===== src/rtl/fetch_unit.sv =====
// Instruction fetch stage: owns the PC, issues single-word req/ack reads to
// instruction memory and presents each word downstream with a valid/stall handshake.
module fetch_unit #(
    parameter logic [15:0] RESET_PC = 16'h0000
) (
    input  logic        clk,
    input  logic        reset,
    input  logic        enable,
    input  logic        stall,
    input  logic        branch_en,
    input  logic [15:0] branch_addr,
    output logic        mem_req,
    output logic [15:0] mem_addr,
    input  logic        mem_ack,
    input  logic [15:0] mem_rdata,
    output logic [15:0] instr,
    output logic [15:0] instr_pc,
    output logic        instr_valid,
    output logic [15:0] pc
);

    typedef enum logic [1:0] {IDLE, FETCH, HOLD} state_t;

    state_t      state_q;
    logic        kill_q;
    logic        mem_req_q;
    logic [15:0] mem_addr_q;
    logic [15:0] instr_q;
    logic [15:0] instr_pc_q;
    logic        instr_valid_q;
    logic [15:0] pc_q;

    always_ff @(posedge clk or posedge reset) begin
        if (reset) begin
            state_q       <= IDLE;
            kill_q        <= 1'b0;
            mem_req_q     <= 1'b0;
            mem_addr_q    <= RESET_PC;
            instr_q       <= 16'h0000;
            instr_pc_q    <= 16'h0000;
            instr_valid_q <= 1'b0;
            pc_q          <= RESET_PC;
        end else begin
            case (state_q)
                IDLE: begin
                    if (branch_en) pc_q <= branch_addr;
                    if (enable) begin
                        mem_req_q  <= 1'b1;
                        mem_addr_q <= branch_en ? branch_addr : pc_q;
                        state_q    <= FETCH;
                    end
                end
                FETCH: begin
                    // A branch never withdraws the request; it marks the in-flight word stale.
                    if (branch_en) begin
                        pc_q   <= branch_addr;
                        kill_q <= 1'b1;
                    end
                    if (mem_ack) begin
                        mem_req_q <= 1'b0;
                        if (kill_q || branch_en) begin
                            kill_q  <= 1'b0;
                            state_q <= IDLE;
                        end else begin
                            instr_q       <= mem_rdata;
                            instr_pc_q    <= mem_addr_q;
                            instr_valid_q <= 1'b1;
                            pc_q          <= mem_addr_q + 16'd1;
                            state_q       <= HOLD;
                        end
                    end
                end
                HOLD: begin
                    if (branch_en) begin
                        instr_valid_q <= 1'b0;
                        pc_q          <= branch_addr;
                        state_q       <= IDLE;
                    end else if (!stall) begin
                        instr_valid_q <= 1'b0;
                        if (enable) begin
                            mem_req_q  <= 1'b1;
                            mem_addr_q <= pc_q;
                            state_q    <= FETCH;
                        end else begin
                            state_q <= IDLE;
                        end
                    end
                end
                default: state_q <= IDLE;
            endcase
        end
    end

    assign mem_req     = mem_req_q;
    assign mem_addr    = mem_addr_q;
    assign instr       = instr_q;
    assign instr_pc    = instr_pc_q;
    assign instr_valid = instr_valid_q;
    assign pc          = pc_q;

endmodule

===== config.mk =====
export PLATFORM = sky130hd
export DESIGN_NAME = fetch_unit
export DESIGN_NICKNAME = d
export VERILOG_FILES = /design/src/rtl/fetch_unit.sv
export SDC_FILE = /design/constraint.sdc
export NUM_CORES = 1
export LEC_CHECK = 0
export BUFFER_PORTS_ARGS = -buffer_cell sky130_fd_sc_hd__buf_2
export CORE_MARGIN = 5
export CORE_UTILIZATION = 43
export CTS_CLUSTER_DIAMETER = 120
export CTS_CLUSTER_SIZE = 10
export DETAILED_ROUTE_END_ITERATION = 6
export HOLD_SLACK_MARGIN = 0.1
export PLACE_DENSITY = 0.71
export SYNTH_ARGS = -nofsm -noshare
export SYNTH_HDL_FRONTEND = slang
export SYNTH_SLANG_ARGS = --single-unit

===== constraint.sdc =====
create_clock -name clk -period 1.7 [get_ports clk]
set_clock_uncertainty 0.15 [all_clocks]
set_input_delay 0 -clock clk [delete_from_list [all_inputs] [get_ports clk]]
set_output_delay 0 -clock clk [all_outputs]
set_load 0.005 [all_outputs]

Word level (Yosys, flattened, before mapping). Index checks and enable logic that the tools add are counted.

Add/sub/neg operators: 1. Equal/unequal tests: 9. Multiplexer cells: 29. Bitwise logic cells: 1. Reductions and logical operators: 12.

Operators with widths (number): two-way mux 16 bit (7); case mux 16 bit (2 select lines) (2); adder 16 x 1 -> 16 bit, second input constant (1); two-way mux 1 bit (12); != test 2 bit, second input constant (6); two-way mux 2 bit (5); AND reduction 4 bit (2); case mux 2 bit (3 select lines) (1); AND reduction 3 bit (2); nonzero test 2 bit (3); AND reduction 5 bit (1); != test 3 bit, second input constant (1); case mux 1 bit (3 select lines) (1); nonzero test 3 bit (1); equality test 2 x 1 -> 1 bit, second input constant (1); equality test 2 bit, second input constant (1); logical NOT 2 bit (1); case mux 1 bit (2 select lines) (1); OR reduction 2 bit (1); logical OR 1 bit (1); inverter 1 bit (1).

Flip-flop bits (word level): 69. Input port bits: 38. Output and inout port bits: 66.

Depth between registers and ports, before layout. Gate-level depths: netlist of the first run.

Depth after elaboration: 4. Mapped depth: 6. Gate-level depth less buffers: 5.

Worst setup path before layout of the first run. Ideal clock, no wire load.

Path kind: reg2reg. From: register mem_addr_q[0] (netlist: mem_addr[0]). To: register pc_q[14] (netlist: pc[14]). Library setup time: 123 ps. Arrival: 1305 ps. Data required time: 1427 ps. Setup slack: 122 ps. Cell stages (with the launch flop): 6. Path buffers: 0. Period minus slack after synthesis: 1578 ps. Cell sequence: dfrtp_1 ha_1 nand2_1 nor4_1 xnor2_1 a21oi_1.

Word-level cells in the longest chain between the ends: 4.

RTL lines: start: declaration (line 27) `logic [15:0] mem_addr_q;`; start signal: assignment (line 49) `mem_addr_q <= branch_en ? branch_addr : pc_q;`; start signal: assignment (line 82) `mem_addr_q <= pc_q;`; adder 16 x 1 -> 16 bit (line 68) `pc_q <= mem_addr_q + 16'd1;`; two-way mux 16 bit (line 61) `if (kill_q || branch_en) begin`; two-way mux 16 bit (line 59) `if (mem_ack) begin`; case mux 16 bit (2 select lines) (line 44) `case (state_q)`; end signal: assignment (line 46) `if (branch_en) pc_q <= branch_addr;`; end signal: assignment (line 68); end signal: assignment (line 76) `pc_q <= branch_addr;`; end: declaration (line 31) `logic [15:0] pc_q;`.

No other way between the ends. A chain may end at the register's enable or synchronous reset.

Worst setup path in the final report of the first run.
From: register state_q[0]. To: register kill_q.

Word-level cells in the longest chain between the ends: 1.

RTL lines: start: declaration (line 24) `state_t state_q;`; start signal: assignment (line 35) `state_q <= IDLE;`; start signal: assignment (line 50) `state_q <= FETCH;`; start signal: assignment (line 63) `state_q <= IDLE;`; equality test 2 x 1 -> 1 bit (line 44); end signal: assignment (line 36) `kill_q <= 1'b0;`; end signal: assignment (line 57) `kill_q <= 1'b1;`; end signal: assignment (line 62) `kill_q <= 1'b0;`; end: declaration (line 25) `logic kill_q;`.

No other way between the ends.

==> flow_summary.ini, run 1 <==
[placed_design]
io_buffers = 103
dp_cells = 546
routabilityCongestion = 0.844
post-dp-hpwl_um = 6040

[finish]
seqCellArea_um2 = 1730
n_antenna_cell = 0
area_delta_synth_final_pct = 45.0
num-fill-cells = 649
layout-drive-gt1-share_pct = 30.0
nNetsFinal = 537
final-instance-count-excl-fill = 602
multi_input_area_um2 = 1340

[status]
outcome = complete, no violations

[synth]
yosys_warnings = 0
synthesis.nets = 376
synth_flop_cell = dfrtp_1
syn_area_per_cell_um2 = 9.38
ys_async_sr_fraction_pct = 100
yosysSeqAreaShare_pct = 54.6
synth_edf_count = 0
synth_area_um2 = 3160
ys_top_cells_by_area = dfrtp_1 (55%), nand2_1 (14%), mux2i_1 (5.1%)
synth_commonest_cells = nand2_1 (120), dfrtp_1 (69), o21ai_0 (27)
synth.most_common_cell = nand2_1
synth_seq_cells = 69
synth_cell_types = 32
yosys.area.top_type = dfrtp_1
synthCells = 337
netlist.area_leader.share_pct = 54.6

[clock_network]
cts_sinks = 69
cts_tree = built
cts_root_buffer = clkbuf_8
cts.htree.levels = 3
cts_buffers = 9
clk_pin_slew_ns = 0.07
clock_latency_ns = 0.34
cts_max_path_buffers = 2
cts_setup_buffers = 0

[pwr]
switching_share_pct = 34.4
seqPwrFrac_pct = 41.7
ir_drop_mv = 0.653
power_leakage_nw = 2.32
p_int_mw = 4.35
p_per_area_nw_per_um2 = 1450
p_clk_share_pct = 22.7
switching_power_mw = 2.28
p_comb_share_pct = 35.5

[setup_path]
setup.worst_path.start_class = register
worstPathArrival_ns = 1.70
worst-setup-path-type = reg -> reg
worstPathMaxFanout = 8
cp.required_ns = 1.78
cp-end-kind = register

[timing]
setup_viol = 0
rsz0062_at_grt = no
worstMarginPinSlew_ns = 0.389
max_slew_margin_pct = 73.8
hold_violations = 0
min_period_ns = 1.62
max_clock_freq_mhz = 617
report.final.slew_viol_count = 0
period_share_pct = 95.3
finalSetupTns_ns = 0
hold_slack_ns = 0.148

[floorplanning]
fp-row-count = 31
dieHeight_um = 95.7
ios = 104
die_area_um2 = 9160
core_um2 = 7210
die_w_um = 95.7
start_util_pct = 43.8

[detailed_routing]
dr.pass1.iters = 4
ant_nets = 0
routed_wl_um = 8960
avgRoutedWirePerCell_um = 14.9
drt_iter0_markers = 125
drc = 0
vias_per_cell = 4.92
vias = 2962

[grt]
antenna_found_initial = 0
grt_util_all_layers_pct = 20.1
grt_max_degree = 70
grt_overflow = 0
grt_pass1_wl_um = 14200
grt_pass1_vias = 2946

[flow_run]
drv_cap = 0

[worst_hold_path]
hold_class = in -> async
==> power by group through the flow <==
stage | Sequential [mW] | Combinational, mW | Clock (mW)
after detailed placement | 2.79 | 2.27 | 0
after floorplan | 2.88 | 0.941 | 0
after global placement | 2.75 | 2.21 | 0
final | 2.77 | 2.36 | 1.51
after global routing | 2.85 | 2.65 | 1.62
after CTS | 2.76 | 2.37 | 1.54
==> per-stage QoR <==
step,cell area (um^2),setup slack (ns),total power [mW],utilization (%)
2_1_floorplan,3160,0.122,3.82,-
3_3_place_gp,3940,0.133,4.96,54.6
3_5_place_dp,3940,0.0270,5.06,54.6
4_1_cts,4570,0.0530,6.67,63.3
5_1_grt,4580,0.00572,7.11,63.5
6_report,4580,0.0804,6.63,63.5
==> cells in the final DEF, fill, tap and decap left out, types with 3 or more instances in the layout <==
cell	Yosys	routed
nor4_1	4	3
a21oi_1	15	13
o21ai_1	4	4
a22oi_1	7	7
dlygate4sd3_1	0	40
nand3_1	9	9
nor3_1	6	6
nor2_1	3	3
clkbuf_8	1	11
buf_12	0	5
buf_2	4	103
o21ai_0	27	27
nand2_1	120	120
buf_4	2	17
o22ai_1	6	6
xnor2_1	13	13
mux2i_1	16	16
dfrtp_1	69	68
inv_1	6	5
==> routing by layer <==
metal  track usage (%)  vias to the layer above  wire [um]
met4              7.23                        0        164
met2              33.8                       85       4410
li1                  -                     1449          -
met1              25.7                     1417       3890
met3              4.38                       11        503
met5                 0                        -          0
==> cells by family after synthesis <==
kind of cell	share of synthesized area [%]
and+or+nand+nor	22.2
DFF	54.6
AOI/OAI and AO/OA	10.1
buffers and inverters	3.68
muxes	5.07
xor gates and xnor gates	3.88
adders and majority gates	0.396
==> final timing paths <==
check | endpoint | cells after the start | slack (ns) | startpoint
setup / recovery | kill_q$_DFFE_PP0N_ | 4 | 0.08 | state_q[0]$_DFFE_PP0P_
hold / removal | instr[8]$_DFFE_PP0P_ | 4 | 0.15 | reset
setup reg to reg | kill_q$_DFFE_PP0N_ | 4 | 0.08 | state_q[0]$_DFFE_PP0P_
hold reg to reg | instr[15]$_DFFE_PP0P_ | 2 | 0.32 | instr[15]$_DFFE_PP0P_
max in group asynchronous | state_q[0]$_DFFE_PP0P_ | 4 | 0.92 | reset
min in group clk | instr[7]$_DFFE_PP0P_ | 4 | 0.24 | mem_rdata[7]
==> cell type report <==
cell class	instances	area share, %
inverters	6	0.573
clock inverters	4	1.53
clock buffers	12	3.39
well taps	99	2.70
repair buffers	165	25.0
flip-flops and latches	69	37.7
multi-input cells	247	29.2
==> registers in the layout (all words and copies together) (netlist names) <==
signal,flops
instr,16
instr_pc,16
instr_valid,1
kill_q,1
mem_addr,16
mem_req,1
pc,16
state_q,2
==> repair_timing <==
item / 4_1_cts / 5_1_grt
hold buffers: 40 / 0
hold endpoints to repair: 122 / 0
resized for setup: 1 / 6
setup endpoints to repair: 1 / 10
pin swaps: 0 / 1
==> worst max-delay path, cell delays in order (launching register included) <==
cell and delay (ns):
dfrtp_2 0.45, nor2b_2 0.19, a21oi_2 0.12, a21oi_1 0.04, dlygate4sd3_1 0.56
No activity file was read; power rests on OpenSTA's default activity.
==> run 2, diff against run 1 <==
Settings changed: REMOVE_ABC_BUFFERS set to 1.
==> run 2 against run 1 <==
  * Cell area decreased by 0.38%
  * Register-to-register slack lost 0.07 ns
  * Critical path type unchanged
  * Count of clock-buffer cells in the layout rose by 1
  * Total power down 5.8%
  * Via count is 0.17% higher
  * Worst hold slack got worse by 0.0018 ns
==> flow_summary.ini, run 2 (same netlist as run 1, synthesis figures left out) <==
[status]
outcome = complete, no violations

[placed_design]
routabilityCongestion = 0.887
io_buffers = 103
pre_cts_slack_ns = -0.00521
dp_cells = 546
post-dp-hpwl_um = 5910

[floorplanning]
die_w_um = 95.7
core_um2 = 7210
start_util_pct = 43.8
dieHeight_um = 95.7
die_area_um2 = 9160
fp-row-count = 31
ios = 104

[finish]
nNetsFinal = 543
area_delta_synth_final_pct = 44.5
multi_input_area_um2 = 1330
most-common-layout-cells = nand2_1 (120), buf_2 (103), dfrtp_1 (68)
num-fill-cells = 625
final_common_cell = nand2_1
layout-drive-gt1-share_pct = 29.7
seqCellArea_um2 = 1730
n_antenna_cell = 0
final-instance-count-excl-fill = 607

[setup_path]
crit_family = buffers and inverters
critPathBufInv = 1
cp_common_cell = a21oi_1
crit_path_start = state_q[0]$_DFFE_PP0P_
worst-setup-path-type = reg -> reg
cpMaxStageDelayCell = dlygate4sd3_1
cp.required_ns = 1.76
cp-end-kind = register
max_stage_delay_ns = 0.56
worstPathCellList = nor2b_2 > a21oi_1 > a21oi_1 > dlygate4sd3_1
worstPathMaxFanout = 8
r2r-start = state_q[0]$_DFFE_PP0P_
setup.worst_path.start_class = register
worstPathArrival_ns = 1.75

[detailed_routing]
dr.pass1.iters = 4
drt_iter0_markers = 117
ant_nets = 0
vias = 2967
vias_per_cell = 4.89
avgRoutedWirePerCell_um = 14.6
routed_wl_um = 8890
drc = 0

[grt]
grt_util_all_layers_pct = 20.5
grt_max_degree = 70
grt_pass1_vias = 3101
grt_pass1_wl_um = 14500
antenna_found_initial = 0
grt_overflow = 0

[timing]
max_clock_freq_mhz = 591
finalSetupTns_ns = 0
period_share_pct = 99.6
hold_slack_ns = 0.146
setup_ws_ns = 0.00742
rsz0062_at_grt = yes
hold_violations = 0
worstMarginPinSlew_ns = 0.449
max_slew_margin_pct = 69.8
setup_viol = 0
min_period_ns = 1.69
report.final.slew_viol_count = 0

[clock_network]
cts_max_path_buffers = 2
cts_root_buffer = clkbuf_8
clock_latency_ns = 0.33
cts.htree.levels = 3
cts_buffers = 9
cts_tree = built
cts_sinks = 69
clk_pin_slew_ns = 0.07

[pwr]
power_leakage_nw = 2.32
p_per_area_nw_per_um2 = 1370
p_total_mw = 6.24
ir_drop_mv = 0.637

[worst_hold_path]
hold_class = in -> async

[flow_run]
drv_cap = 0
==> run 2: cell count changes in the layout (fill, tap and decap cells not counted), moves of 2 or more <==
cell and delta:
dlygate4sd3_1 +3, buf_4 +2, bufinv_16 -2, clkbuf_1 +2, o21ai_0 -2, o21ai_1 +2
==> run 2: area by class of cell <==
class,count,area share (%)
clock buffers,13,3.26
well taps,99,2.71
flip-flops and latches,69,37.8
repair buffers,171,26.3
multi-input cells,247,29.2
clock inverters,2,0.219
inverters,6,0.493
==> run 2: worst paths after layout <==
path / to / slack, ns / cells after the start
worst max register to register: kill_q$_DFFE_PP0N_ / 0.007 / 4
min in group clk: pc[12]$_DFFE_PP0P_ / 0.15 / 4
worst min register to register: instr_pc[12]$_DFFE_PP0P_ / 0.32 / 2
max in group asynchronous: state_q[0]$_DFFE_PP0P_ / 0.93 / 4
worst min-delay path: instr[3]$_DFFE_PP0P_ / 0.15 / 4
worst max-delay path: kill_q$_DFFE_PP0N_ / 0.007 / 4
==> run 2: worst register-to-register path: stages, from the launching register on <==
cell           delay [ns]
dfrtp_2              0.45
nor2b_2              0.19
a21oi_1              0.17
a21oi_1              0.06
dlygate4sd3_1        0.56
==> run 2: report_power, final <==
part / switching, mW / internal [mW]
logic: 1.18 / 1.19
registers: 0.467 / 2.28
clock network: 0.571 / 0.559
total: 2.21 / 4.03
==> run 2: per-layer routing <==
| layer | GRT usage [%] | wire length [um] |
|---|---|---|
| met3 | 3.28 | 512 |
| met5 | 0 | 0 |
| met2 | 35.0 | 4470 |
| met4 | 9.48 | 112 |
| met1 | 25.3 | 3790 |
==> run 2: stage by stage <==
| step | area [um^2] | utilization, % |
|---|---|---|
| 4_1_cts | 4520 | 62.6 |
| 2_1_floorplan | 3070 | - |
| 5_1_grt | 4570 | 63.3 |
| 6_report | 4570 | 63.3 |
| 3_3_place_gp | 3930 | 54.4 |
| 3_5_place_dp | 3930 | 54.4 |
==> run 2: what timing repair did <==
| action | CTS | global route |
|---|---|---|
| setup endpoints to repair | 2 | 51 |
| hold buffers | 43 | 0 |
| gates resized for setup | 1 | 11 |
| endpoints found under the hold margin | 122 | 0 |
| buffers inserted | 0 | 3 |
| pin swaps | 0 | 2 |
